[config.mk]
export PLATFORM = sky130hd
export DESIGN_NAME = mux4_rr_sel
export DESIGN_NICKNAME = d
export VERILOG_FILES = /design/src/rtl/mux4_pkg.sv /design/src/rtl/rr_pick4.sv /design/src/rtl/mux4_rr_sel.sv
export SDC_FILE = /design/constraint.sdc
export NUM_CORES = 1
export LEC_CHECK = 0
export BUFFER_PORTS_ARGS = -buffer_cell sky130_fd_sc_hd__buf_2
export CAP_MARGIN = 20
export CELL_PAD_IN_SITES_DETAIL_PLACEMENT = 0
export CELL_PAD_IN_SITES_GLOBAL_PLACEMENT = 2
export CORE_MARGIN = 1
export CORE_UTILIZATION = 36
export CTS_BUF_LIST = sky130_fd_sc_hd__clkbuf_16
export DETAILED_ROUTE_END_ITERATION = 6
export GPL_TIMING_DRIVEN = 1
export PLACE_DENSITY_LB_ADDON = 0.1
export REMOVE_ABC_BUFFERS = 1
export SYNTH_ARGS = -nofsm -noshare
export SYNTH_HDL_FRONTEND = slang
export SYNTH_SLANG_ARGS = --single-unit
[constraint.sdc]
create_clock -name clk -period 2.9 [get_ports clk]
set_clock_uncertainty 0.2 [all_clocks]
set_input_delay 0.435 -clock clk [delete_from_list [all_inputs] [get_ports clk]]
set_output_delay 0.435 -clock clk [all_outputs]
set_load 0.05 [all_outputs]
[src/rtl/mux4_pkg.sv]
// Shared definitions for the 4-channel round-robin mux select block.
// Holds the FSM state encoding, the channel count and select width, and
// small helper functions used by the select logic.
package mux4_pkg;

    localparam int NUM_CH = 4;
    localparam int SEL_W  = 2;

    typedef enum logic {
        IDLE = 1'b0,
        BUSY = 1'b1
    } state_t;

    // One-hot decode of a channel index.
    function automatic logic [NUM_CH-1:0] onehot_ch(input logic [SEL_W-1:0] idx);
        logic [NUM_CH-1:0] v;
        v      = {NUM_CH{1'b0}};
        v[idx] = 1'b1;
        return v;
    endfunction

    // Channel following idx, wrapping 3 -> 0 through the natural 2-bit overflow.
    function automatic logic [SEL_W-1:0] next_ch(input logic [SEL_W-1:0] idx);
        return idx + 2'd1;
    endfunction

endpackage

[src/rtl/rr_pick4.sv]
// Stateless round-robin picker for four requesters.
// Ports:
//   req   - per-channel request vector
//   ptr   - channel that has first priority
//   found - at least one request is present
//   idx   - first requesting channel at or after ptr (modulo 4)
module rr_pick4
    import mux4_pkg::*;
(
    input  logic [NUM_CH-1:0] req,
    input  logic [SEL_W-1:0]  ptr,
    output logic              found,
    output logic [SEL_W-1:0]  idx
);

    logic [SEL_W-1:0] ch_s;

    // Scan from the farthest offset back to ptr so the nearest requester wins last.
    always_comb begin
        found = 1'b0;
        idx   = 2'b00;
        ch_s  = ptr;
        for (int k = NUM_CH - 1; k >= 0; k--) begin
            ch_s  = ptr + SEL_W'(k);
            found = found | req[ch_s];
            idx   = req[ch_s] ? ch_s : idx;
        end
    end

endmodule

[src/rtl/mux4_rr_sel.sv]
// Round-robin select generator for a downstream 4:1 mux.
// A grant is issued one cycle after a request seen in IDLE and is held until
// the owner signals done, drops its request, or the hold limit expires.
// Every release is followed by at least one idle cycle.
// Parameter:
//   MAX_HOLD - maximum number of cycles one grant is held (legal 1..15)
// Ports:
//   clk     - clock, rising edge
//   rst_n   - asynchronous active-low reset
//   req     - per-channel request
//   done    - current owner finished (looked at only while busy)
//   sel     - registered mux select, keeps last value while idle
//   grant   - registered one-hot grant, zero when idle
//   busy    - a grant is active
//   timeout - one-cycle pulse after a release caused only by the hold limit
module mux4_rr_sel
    import mux4_pkg::*;
#(
    parameter int unsigned MAX_HOLD = 8
) (
    input  logic              clk,
    input  logic              rst_n,
    input  logic [NUM_CH-1:0] req,
    input  logic              done,
    output logic [SEL_W-1:0]  sel,
    output logic [NUM_CH-1:0] grant,
    output logic              busy,
    output logic              timeout
);

    localparam logic [3:0] HOLD_LAST = 4'(MAX_HOLD - 1);

    state_t            state_r, state_nxt_s;
    logic [SEL_W-1:0]  ptr_r, ptr_nxt_s;
    logic [3:0]        hold_cnt_r, hold_cnt_nxt_s;
    logic [SEL_W-1:0]  sel_r, sel_nxt_s;
    logic [NUM_CH-1:0] grant_r, grant_nxt_s;
    logic              busy_r, busy_nxt_s;
    logic              timeout_r, timeout_nxt_s;

    logic              found_s;
    logic [SEL_W-1:0]  pick_s;
    logic              owner_req_s;
    logic              hold_limit_s;
    logic              release_s;

    rr_pick4 u_pick (
        .req   (req),
        .ptr   (ptr_r),
        .found (found_s),
        .idx   (pick_s)
    );

    assign owner_req_s  = req[sel_r];
    assign hold_limit_s = (hold_cnt_r == HOLD_LAST);
    assign release_s    = done | ~owner_req_s | hold_limit_s;

    // Next-state and next-output logic for the IDLE/BUSY arbiter.
    always_comb begin
        state_nxt_s    = state_r;
        ptr_nxt_s      = ptr_r;
        hold_cnt_nxt_s = hold_cnt_r;
        sel_nxt_s      = sel_r;
        grant_nxt_s    = grant_r;
        busy_nxt_s     = busy_r;
        timeout_nxt_s  = 1'b0;
        case (state_r)
            IDLE: begin
                if (found_s) begin
                    state_nxt_s    = BUSY;
                    sel_nxt_s      = pick_s;
                    grant_nxt_s    = onehot_ch(pick_s);
                    busy_nxt_s     = 1'b1;
                    hold_cnt_nxt_s = 4'd0;
                end else begin
                    state_nxt_s    = IDLE;
                end
            end
            BUSY: begin
                if (release_s) begin
                    state_nxt_s    = IDLE;
                    grant_nxt_s    = {NUM_CH{1'b0}};
                    busy_nxt_s     = 1'b0;
                    hold_cnt_nxt_s = 4'd0;
                    ptr_nxt_s      = next_ch(sel_r);
                    // Only a pure hold-limit release flags a timeout; done wins a tie.
                    timeout_nxt_s  = ~done & owner_req_s;
                end else begin
                    hold_cnt_nxt_s = hold_cnt_r + 4'd1;
                end
            end
            default: begin
                state_nxt_s    = IDLE;
                grant_nxt_s    = {NUM_CH{1'b0}};
                busy_nxt_s     = 1'b0;
                hold_cnt_nxt_s = 4'd0;
            end
        endcase
    end

    // State and output registers with asynchronous reset.
    always_ff @(posedge clk or negedge rst_n) begin
        if (!rst_n) begin
            state_r    <= IDLE;
            ptr_r      <= 2'b00;
            hold_cnt_r <= 4'd0;
            sel_r      <= 2'b00;
            grant_r    <= 4'b0000;
            busy_r     <= 1'b0;
            timeout_r  <= 1'b0;
        end else begin
            state_r    <= state_nxt_s;
            ptr_r      <= ptr_nxt_s;
            hold_cnt_r <= hold_cnt_nxt_s;
            sel_r      <= sel_nxt_s;
            grant_r    <= grant_nxt_s;
            busy_r     <= busy_nxt_s;
            timeout_r  <= timeout_nxt_s;
        end
    end

    assign sel     = sel_r;
    assign grant   = grant_r;
    assign busy    = busy_r;
    assign timeout = timeout_r;

endmodule

# == After elaboration in Yosys (flattened, before gate mapping) ==
# Index checks and enable logic that the tools add are counted.
# word_totals
reg_bits,15
in_bits,7
out_inout_bits,8
wordCells,65
# op_classes
addsub,5
n_lt_le_gt_ge,7
eq_ne,3
muxes,30
n_bitwise,9
reduce_logical,4
# op_table
op,n
"less-than comparator 2 x 3 -> 1 bit, second input constant",6
two-way mux 4 bit,4
case mux 4 bit (2 select lines),2
two-way mux 1 bit,12
binary-select mux 1 bit (select 2 bit),5
two-way mux 2 bit,4
AND reduction 2 bit,3
bitwise OR 1 bit,5
"adder 2 x 1 -> 2 bit, second input constant",2
"adder 2 bit, second input constant",2
"adder 4 x 1 -> 4 bit, second input constant",1
"equality test 4 x 3 -> 1 bit, second input constant",1
case mux 1 bit (2 select lines),2
inverter 1 bit,3
demux 1 bit (select 2 bit),1
">= comparator 2 x 1 -> 1 bit, second input constant",1
"!= test 2 x 1 -> 1 bit, second input constant",1
"!= test 2 bit, second input constant",1
AND 1 bit,1
logical AND 1 bit,1

# == Logic depth before layout (Yosys ltp) ==
# logic_depth
ltp_word,13
mapped_depth,5
mapped_depth_nobuf,4

# == Hierarchy ==
# From an unflattened synthesis, not the netlist that was laid out.
# unflattened
cells_unflattened,90
area_unflattened_um2,837.1
# modules_own_cells
mod,instances,cells_each,area_each_um2,seq_area_each_um2
mux4_rr_sel,1,77,759.5,375.4
rr_pick4,1,13,77.6,0.0

# == Worst setup path before layout ==
# No wires, ideal clock.
# synth_path
kind,register to register
start,"reg sel_r[1], in the netlist sel[1]"
end,reg ptr_r[1]
setup_time_ns,0.125
arrival_ns,1.746
t_required_ns,2.575
setup_slack_ns,0.829
stages_incl_launch_ff,5
path_buffers,0
synth_period_minus_slack_ns,2.071
path_cell_list,dfrtp_1 mux2i_1 o22ai_1 a21oi_1 mux2_2
# synth_between
elab_chain_cells,6
word_cells_on_any_way,7
classes_between,add/sub: 1; mux: 2; bitwise: 3; reduce/logical: 1
# synth_rtl
element,line_no,rtl
from (decl),mux4_rr_sel.sv:36,"logic [SEL_W-1:0] sel_r, sel_nxt_s;"
from (signal assigned),mux4_rr_sel.sv:115,sel_r <= sel_nxt_s;
binary-select mux 1 bit (select 2 bit),mux4_rr_sel.sv:54,assign owner_req_s = req[sel_r];
two-way mux 1 bit (not written as such),mux4_rr_sel.sv:54,
inverter 1 bit,mux4_rr_sel.sv:56,assign release_s = done | ~owner_req_s | hold_limit_s;
bitwise OR 1 bit (2 in series),mux4_rr_sel.sv:56,
AND reduction 2 bit (no source line),-,
to (signal assigned),mux4_rr_sel.sv:113,ptr_r <= ptr_nxt_s;
to (decl),mux4_rr_sel.sv:34,"logic [SEL_W-1:0] ptr_r, ptr_nxt_s;"
# Several ways; a longest one is shown, not always the timed one. The select of a mux whose other input is x is not followed.
# A chain may end at the register's enable or synchronous reset.

# == Final worst setup path ==
# Same ends and word-level chain as after synthesis.

==> reports/metrics.csv <==
metric,value,unit
p_per_area,1104,mW/mm^2
grt_overflow,0,
internal-power,618.8,uW
post_synth_num_cell_types,32,
min_path_type,flop to flop,
p_sw,445.1,uW
clk_latency,0.24,ns
drv_slew,0,
cts_setup_buffers,0,
firstDrtPassIters,4,
startpoint_type,flop,
p_clk_frac,0.246,
drive_gt1_frac,0.2697,
place_congestion,0.7764,
rsz0062_at_grt,no,
avgSynthCellArea,10.93,sq um
use_met2,0.2089,
hpwl,1070,um
synthCells,71,
async_flop_share,1.000,
drtIter0Drc,18,
core,0.002002,sq mm
gr-usage-met3,0.02516,
ys_seq_area_frac,0.4839,
tns,0,ns
first_global_vias,573,
io_pins,15,
cts_tree,built,
cap_violations,0,
fin_nets,98,
worst_pin_slew,0.6652,ns
most-common-layout-cells,"dfrtp_1, buf_2, nand2_1",
wl_per_cell,13.10,um
drtAntennaViolNets,0,
sw_frac_of_total,0.4184,
vias_per_cell,5.138,
cp.arrival,1.88,ns
cts_resized,0,
p_comb_frac,0.418,
grt_pass1_wl,2684,um
htreeDepth,1,
synth_edf_count,0,
antenna_found_initial,0,
syn_area,775.7,sq um
grt_usage,0.1462,
die_h,48.42,um
io_buffer_count,14,
finalHoldViolCount,0,
drc,0,
die_area,0.002345,sq mm
max-slew-margin-rel,0.5524,
r2r_setup_slack,0.94,ns
seqPwrFrac,0.336,
path_clk_slew,0.05,ns
area_growth_syn_to_layout,24.19,%
antenna_cells,0,
post-route-period-util,0.6757,
vias,596,
required,2.83,ns
cts_max_path_buffers,2,
crit_chain,"mux2i_1, o22ai_1, a21oi_1, mux2_2",
top_usage_layer,met1,
start_util,0.3875,
crit_path_max_fanout,5,
p_leak,0.4631,nW
max-vdd-ir-drop,474.7,uV
routed_wl,1520,um
grt_util_met1,0.2096,
utilization,0.4813,
die_x,48.42,um
fmaxAchievable,0.5103,GHz
grt_max_degree,16,
nFillCells,189,
ctsHoldBuffers,1,
cp_slowest_cell,dfrtp_1,
cts-buffers-inserted,3,
cts_root_buf,clkbuf_16,
setup_violations,0,
cpPeakStageDelay,0.45,ns
yosys_warnings,0,
min_period,1.960,ns
status,completed,
ys.flop_type,dfrtp_1,
clock-sinks,15,
path_class,flop to flop,
rows,16,
final_common_cell,dfrtp_1,
critPathCaptureType,flop,
synth-seq-cells,15,
==> cell families (layout without fill, tap and decap cells) <==
family | after synthesis | count (layout) | share of synthesized area
AOI/OAI and AO/OA | 18 | 18 | 0.2032
xor gates and xnor gates | 1 | 1 | 0.01129
adders and majority gates | 1 | 1 | 0.01613
buffers and inverters | 4 | 22 | 0.02096
DFF | 15 | 15 | 0.4839
muxes | 6 | 6 | 0.08065
and+or+nand+nor | 26 | 26 | 0.1839
==> Yosys cell counts, drive strengths merged (2+ instances only) <==
library cell / n / area [sq um]
a32o: 2 / 20.02
o2bb2ai: 2 / 23.77
mux2i: 4 / 40.04
dfrtp: 15 / 375.4
mux2: 2 / 22.52
o21ai: 3 / 15.01
a21oi: 3 / 15.01
nand2: 6 / 22.52
nand3: 3 / 15.01
nand3b: 4 / 30.03
nor2: 4 / 15.01
nor3: 2 / 10.01
inv: 3 / 11.26
==> final timing paths <==
check | startpoint | to | cells after the start
max in group asynchronous | rst_n | grant[0] | 2
setup / recovery | sel[1] | ptr_r[1] | 4
setup reg to reg | sel[1] | ptr_r[1] | 4
hold / removal | busy | busy | 2
min in group asynchronous | rst_n | hold_cnt_r[3] | 2
hold reg to reg | busy | busy | 2
==> metrics by stage <==
| stage | hold WS [ns] | std cells | total power, mW | cell area (sq um) | setup WS [ns] |
|---|---|---|---|---|---|
| after floorplan | -0.06059 | 70 | 0.6987 | 770.7 | 0.8290 |
| after global placement | 0.1565 | 111 | 0.8075 | 874.6 | 0.8736 |
| after detailed placement | 0.1616 | 111 | 0.8018 | 874.6 | 0.8418 |
| after CTS | 0.2904 | 116 | 1.071 | 963.4 | 0.9161 |
| after global routing | 0.3077 | 116 | 1.130 | 963.4 | 0.7106 |
| final | 0.2891 | 116 | 1.064 | 963.4 | 0.9404 |
==> flip-flops by register name, summed over array words and instances (netlist names) <==
signal and count:
grant 4, ptr_r 2, busy 1, hold_cnt_r 4
timeout 1, sel 2, state_r 1
==> metal layers <==
| layer | vias up | share of wire |
|---|---|---|
| met5 | - | 0 |
| met4 | 0 | 0.0092 |
| met3 | 2 | 0.036 |
| met2 | 10 | 0.40 |
| met1 | 281 | 0.55 |
| li1 | 303 | - |
==> power by group through the flow <==
stage               clock network, mW  registers, mW  logic (mW)
floorplan                           0          0.489       0.210
global placement                    0          0.360       0.448
detailed placement                  0          0.358       0.444
CTS                             0.267          0.356       0.448
global route                    0.277          0.370       0.484
finish                          0.262          0.358       0.444
==> worst max-delay path: cells and delay by family (launching register included) <==
family	cells	cell delay, ns
DFF	1	0.45
muxes	2	0.70
AOI/OAI and AO/OA	2	0.49
==> area by class of cell <==
type                            instances  area (sq um)  area share
Clock buffer                            3         75.07     0.07792
Clock inverter                          1         3.754    0.003896
Inverter                                3         11.26     0.01169
Multi-Input combinational cell         52         384.1      0.3987
Sequential cell                        15         375.4      0.3896
Tap cell                               27         33.78     0.03506
Timing Repair Buffer                   15         80.08     0.08312
(Power assumes the default switching activity.)
